### src/rtl/rvfi_mem_arbiter.sv
// ---------------------------------------------------------------------------
// rvfi_mem_arbiter
//
// Two-requester arbiter for the picorv32 native memory interface. Two masters
// (e.g. a core under test and a second core or DMA model) share one memory
// port. The grant is round-robin, decided in IDLE (one cycle of arbitration
// latency) and held for the whole transfer. A wait-state watchdog raises a
// sticky timeout flag when the slave stalls too long.
//
// Optional feature (compile-time macro RVFI_MEMARB_IFETCH_PRIO_EN):
//   when defined, an instruction fetch beats a data access if both masters
//   request in the same IDLE cycle; equal instr flags fall back to
//   round-robin. When undefined, arbitration is pure round-robin and the
//   instr flags only pass through to s_instr.
//
// Parameters:
//   MAX_WAIT  BUSY cycles without s_ready before timeout is set (1..255)
//   CNT_W     width of the wait counter, must hold MAX_WAIT
//
// Ports:
//   clk, resetn                 clock, asynchronous active-low reset
//   m0_* / m1_*                 master ports: valid, instr, addr, wdata,
//                               wstrb (0 = read) in; ready, rdata out
//   s_*                         shared slave port: valid, instr, addr,
//                               wdata, wstrb out; ready, rdata in
//   owner                       current or last granted master
//   busy                        high while a transfer is in progress
//   timeout                     sticky watchdog flag, cleared only by reset
// ---------------------------------------------------------------------------
module rvfi_mem_arbiter #(
  parameter int unsigned MAX_WAIT = 16,
  parameter int unsigned CNT_W    = 8
) (
  input  logic        clk,
  input  logic        resetn,

  input  logic        m0_valid,
  input  logic        m0_instr,
  input  logic [31:0] m0_addr,
  input  logic [31:0] m0_wdata,
  input  logic [3:0]  m0_wstrb,
  output logic        m0_ready,
  output logic [31:0] m0_rdata,

  input  logic        m1_valid,
  input  logic        m1_instr,
  input  logic [31:0] m1_addr,
  input  logic [31:0] m1_wdata,
  input  logic [3:0]  m1_wstrb,
  output logic        m1_ready,
  output logic [31:0] m1_rdata,

  output logic        s_valid,
  output logic        s_instr,
  output logic [31:0] s_addr,
  output logic [31:0] s_wdata,
  output logic [3:0]  s_wstrb,
  input  logic        s_ready,
  input  logic [31:0] s_rdata,

  output logic        owner,
  output logic        busy,
  output logic        timeout
);

  typedef enum logic {
    IDLE = 1'b0,
    BUSY = 1'b1
  } state_t;

  localparam logic [CNT_W-1:0] MAX_WAIT_C = CNT_W'(MAX_WAIT);
  localparam logic [CNT_W-1:0] ONE_C      = CNT_W'(1);

  state_t           state;
  logic             last_grant;
  logic [CNT_W-1:0] wait_cnt;

  logic             pick;        // winner if a grant happens this IDLE cycle
  logic             owner_valid; // owner's request, used to detect a dropped valid

  // Winner selection. Only meaningful when at least one master is valid.
  always_comb begin
    // NOTE: default assignment first so every path writes pick; without it
    // the missing else-branches would infer a latch.
    pick = 1'b0;
    if (m0_valid && m1_valid) begin
`ifdef RVFI_MEMARB_IFETCH_PRIO_EN
      if (m0_instr != m1_instr)
        pick = m1_instr;          // the fetching master wins
      else
        pick = ~last_grant;
`else
      pick = ~last_grant;
`endif
    end else if (m1_valid) begin
      pick = 1'b1;
    end
  end

  assign owner_valid = owner ? m1_valid : m0_valid;
  assign busy        = (state == BUSY);

  // The shared port follows the owner combinationally; s_valid is gated by
  // BUSY so nothing reaches the slave during the arbitration cycle.
  assign s_valid = busy && owner_valid;
  assign s_instr = owner ? m1_instr : m0_instr;
  assign s_addr  = owner ? m1_addr  : m0_addr;
  assign s_wdata = owner ? m1_wdata : m0_wdata;
  assign s_wstrb = owner ? m1_wstrb : m0_wstrb;

  // Ready is a pass-through of s_ready to the owner only. Gating with the
  // owner's valid keeps a dropped request from ever seeing a ready pulse.
  assign m0_ready = busy && !owner && m0_valid && s_ready;
  assign m1_ready = busy &&  owner && m1_valid && s_ready;

  // Read data is broadcast; each master qualifies it with its own ready.
  assign m0_rdata = s_rdata;
  assign m1_rdata = s_rdata;

  // last_grant resets to 1 so master 0 wins the first contested arbitration.
  always_ff @(posedge clk or negedge resetn) begin
    if (!resetn) begin
      state      <= IDLE;
      owner      <= 1'b0;
      last_grant <= 1'b1;
      wait_cnt   <= '0;
      timeout    <= 1'b0;
    end else begin
      // NOTE: non-blocking assignments for all state so every register
      // sees the pre-edge values regardless of statement order.
      case (state)
        IDLE: begin
          wait_cnt <= '0;
          if (m0_valid || m1_valid) begin
            owner <= pick;
            state <= BUSY;
          end
        end

        BUSY: begin
          if (!owner_valid) begin
            // Protocol violation: abandon without touching the rotation.
            state    <= IDLE;
            wait_cnt <= '0;
          end else if (s_ready) begin
            state      <= IDLE;
            last_grant <= owner;
            wait_cnt   <= '0;
          end else begin
            if (wait_cnt < MAX_WAIT_C)
              wait_cnt <= wait_cnt + ONE_C;
            // Flag on the same edge the counter reaches MAX_WAIT; the
            // transfer itself keeps waiting.
            if (wait_cnt >= MAX_WAIT_C - ONE_C)
              timeout <= 1'b1;
          end
        end

        default: state <= IDLE;
      endcase
    end
  end

endmodule

### config.mk
export PLATFORM = sky130hd
export DESIGN_NAME = rvfi_mem_arbiter
export DESIGN_NICKNAME = d
export VERILOG_FILES = /design/src/rtl/rvfi_mem_arbiter.sv
export SDC_FILE = /design/constraint.sdc
export NUM_CORES = 1
export LEC_CHECK = 0
export CAP_MARGIN = 20
export CORE_AREA = 2 2 122 124
export CTS_CLUSTER_DIAMETER = 50
export DETAILED_ROUTE_END_ITERATION = 10
export DIE_AREA = 0 0 124 126
export GPL_TIMING_DRIVEN = 0
export SYNTH_ARGS = -nofsm -noshare
export SYNTH_HDL_FRONTEND = slang
export SYNTH_SLANG_ARGS = --single-unit
### constraint.sdc
create_clock -name clk -period 2 [get_ports clk]
set_clock_uncertainty 0.2 [all_clocks]
set_input_delay 0.4 -clock clk [delete_from_list [all_inputs] [get_ports clk]]
set_output_delay 0.4 -clock clk [all_outputs]
set_load 0.02 [all_outputs]
==> impl_results.md, run 1 <==
* Relative contribution of combinational cells to total power at a little over four fifths
* Core area at 14300 um2
* Final-layout setup total negative slack at -3270 ps
* Global-route met3 utilization at 4.39%
* Transition at the pin with the smallest max-transition slack at 532 ps
* Per-cell via count in the routed design at 3.73
* Count of antenna-violating nets left after detailed routing at 0
* Post-synthesis instance area at about 1800 um2
* Met1 usage at between 10% and 20%
* Synth top area cells: mux2_2 (43%), buf_4 (26%), dfrtp_1 (15%), buf_1 (1.4%), dfstp_2 (1.4%)
* DRC violations left at 0
* Share of cells above drive strength 1 at 46.9%
* Pin count of the biggest net entering global routing at 13
* Clock latency of the later-clocked register in the worst-skew pair at 240 ps
* Number of DRC markers in iteration 0 at between 40 and 50
* Worst setup path category: flop to primary output
* First drt pass iteration count at 4
* Longest individual stage delay on the worst path at a little over 400 ps
* Clock tree from TritonCTS: yes
* Mapped Nets at 369
* Outcome: finished, violations left
* Total placed instance area at 4870 um2
* Share of Yosys cell area claimed by the top area cell type at 42.8%
* Worst slew margin relative to its limit at around 64%
* Power density over the cells at approximately 900 nW/um2
* Synthesized instance count at 193
* Achievable frequency at between 400 and 500 MHz
* Via count of the first global-routing pass at 2568
* Area of the die at approximately 16000 um2
* Global-route usage over all layers at about an eighth
* Endpoint type of the worst setup path: primary output
* Hold Path Origin: timeout$_DFFE_PN0P_
* # diodes at 0
* Clock slew at reported path FFs at 40 ps
* Max H-tree Level at 1
* Class of the most critical hold timing path: flop to flop
* Number of port buffers at 281
* Antenna violations before repair at 0
* Internal power at 2.76 mW
* FF+latch count, synth at 12
* Part of the Yosys area used for sequential elements at 16.6%
* Leakage at around 2.3 nW
* Total length of routed wires at 11000 um
* Required @ worst endpoint at around 1400 ps
* Number of sinks driven by the clock tree at 12
* DIE WIDTH at approximately 120 um
* Final critical path time including I/O delays and setup at 2080 ps
* Cell accounting for the most synthesized area: mux2_2
* Largest fanout on the critical path at 10
* Net Switching at 1.86 mW
* Placed cell count at 658
* Number of ports placed on the die boundary at 314
* Sequential cell fraction of total power at approximately 7%
* Startpoint of the worst register-to-register path: owner$_DFFE_PN0P_
* Post-route setup slack at -77.3 ps
* Site row count at 44
* Post-layout nets at 661
* RSZ-0062 raised after global routing: true
* Ys Warns at 0
* Buffer cell driving the clock tree root: clkbuf_16
* CP max stage cell: dfrtp_2
* Final cell count without fillers at 668
* Maximum clock path buffer count at 2
* Max-cap check violation count at 0
* Y dimension of the die at 126 um
* Final hold violation count at 0
* Mapped Avg Cell Area at 9.41 um2
* Switching part of the total power at 40.2%
* Violated checks: setup timing
* Part of the cycle the worst path needs at 104%
* Grt total ovfl at 0
* Cell seen most often among critical-path stages: buf_12
* Initial Utilization at 12.7%
* Cells traversed along the worst timing path: buf_12 -> buf_12 -> mux2_2 -> buf_2
* Via count at 2490
* Most crowded layer after global routing: met2
* Final design instance area without fill at 5160 um2
* Distinct cells, synth at 24
* WL/cell at between 15 and 20 um
* Finished Core Util at 36.0%
* Register-to-register setup slack at 130 ps
* First-pass GRT wire length at 13800 um
* Final Wtd Congestion at between 0.7 and 0.8
* Met2 Use GR at 22.0%
* Fin. max-slew vios at 0
* Critical Path Source Type: flop
* Maximum vdd ir drop at around 380 uV
* Detailed Place HPWL at approximately 9200 um
* Total power at 4.62 mW
* Share of total power in the clock network at 8.8%
* Number of buffers created by CTS at 3
* Area grow syn2layout at 184%
* Final setup violation count at 70
* Start point of the critical path: owner$_DFFE_PN0P_
* Data arrival time of the critical path at 1480 ps
through the flow:
step / hold WS (ps) / setup WS, ps
after floorplan: -95.6 / 145
after global placement: 259 / -641
after detailed placement: 267 / -651
after CTS: 280 / -165
after global routing: 300 / -118
final: 269 / -77.3
what timing repair did:
item | 4_1_cts | 5_1_grt
resized for setup | 349 | 86
cloned | 0 | 3
hold buffers | 0 | 0
endpoints found under the setup margin | 72 | 74
setup buffers | 3 | 1
cells in the final DEF, fill, tap and decap left out, drive strengths merged, types with 3 or more instances in the layout:
master,instances
dfrtp,11
nor2,7
o21ai,3
inv,6
clkdlybuf4s50,207
buf,147
nand2,3
or3,3
mux2,69
clkbuf,8
a21oi,4
final cells by class:
cell class                      count  area (um2)
Tap cell                          184         230
Buffer                             72         631
Multi-Input combinational cell    102        1090
Timing Repair Buffer              288        2790
Fill cell                        1452        9160
Inverter                            6        22.5
Clock buffer                        4        88.8
Sequential cell                    12         303
Yosys cell counts:
cell,n
xnor2_1,1
or3_1,3
nor2_1,7
buf_2,1
mux2_2,69
and4b_1,1
a41oi_1,1
inv_1,6
nand3_1,1
clkbuf_1,1
ha_1,1
a31oi_1,2
dfstp_2,1
nor4_1,1
o21bai_1,2
dfrtp_1,11
buf_1,7
or4_4,1
a21oi_1,4
and4_1,1
buf_4,64
o21ai_0,3
nand2_1,3
mux2i_1,1
path summary, 6_finish.rpt:
check	end	cells after the start
worst max-delay path	s_addr[27]	4
worst max register to register	wait_cnt[2]$_DFFE_PN0P_	5
worst min register to register	timeout$_DFFE_PN0P_	1
min in group asynchronous	wait_cnt[6]$_DFFE_PN0P_	1
worst min-delay path	timeout$_DFFE_PN0P_	1
max in group asynchronous	owner$_DFFE_PN0P_	1
metal layers:
metal  routed length, um  vias to the layer above  part of all wire (%)
li1                    -                     1186                     -
met5                   0                        -                     0
met2                5630                      176                    51
met4                  63                        0                  0.57
met1                3890                     1121                    36
met3                1380                        7                    13
sequential cells by signal, indices dropped and copies added, names as in the netlist:
signal      count
owner           1
timeout         1
wait_cnt        8
busy            1
last_grant      1
cells by family after synthesis:
kind of cell / after synthesis / synth area share (%)
adders and majority gates: 1 / 0.689
xor gates and xnor gates: 1 / 0.482
DFF: 12 / 16.6
muxes: 70 / 43.3
buffers and inverters: 79 / 29.6
AOI/OAI and AO/OA: 12 / 3.93
and+or+nand+nor: 18 / 5.37
power by group through the flow:
stage	sequential, mW	clock (mW)	combinational, mW
6_report	0.324	0.404	3.89
5_1_grt	0.330	0.430	4.10
4_1_cts	0.315	0.411	3.38
3_5_place_dp	0.315	0	3.35
3_3_place_gp	0.312	0	3.34
2_1_floorplan	0.331	0	1.76
critical path, delay by kind of cell (launching register included):
| family | cells | cell delay, ps |
|---|---|---|
| buffers and inverters | 3 | 470 |
| flip-flops | 1 | 410 |
| multiplexers | 1 | 340 |
Note: power is estimated with default switching activity, not from simulation.
==> run 2, diff against run 1 <==
--- a/config.mk
+++ b/config.mk
@@ -11,6 +11,7 @@
 export DETAILED_ROUTE_END_ITERATION = 10
 export DIE_AREA = 0 0 124 126
 export GPL_TIMING_DRIVEN = 0
+export SLEW_MARGIN = 40
 export SYNTH_ARGS = -nofsm -noshare
 export SYNTH_HDL_FRONTEND = slang
 export SYNTH_SLANG_ARGS = --single-unit
==> results of run 2 <==
The final DEF is identical to that of run 1; final timing and power are the same.
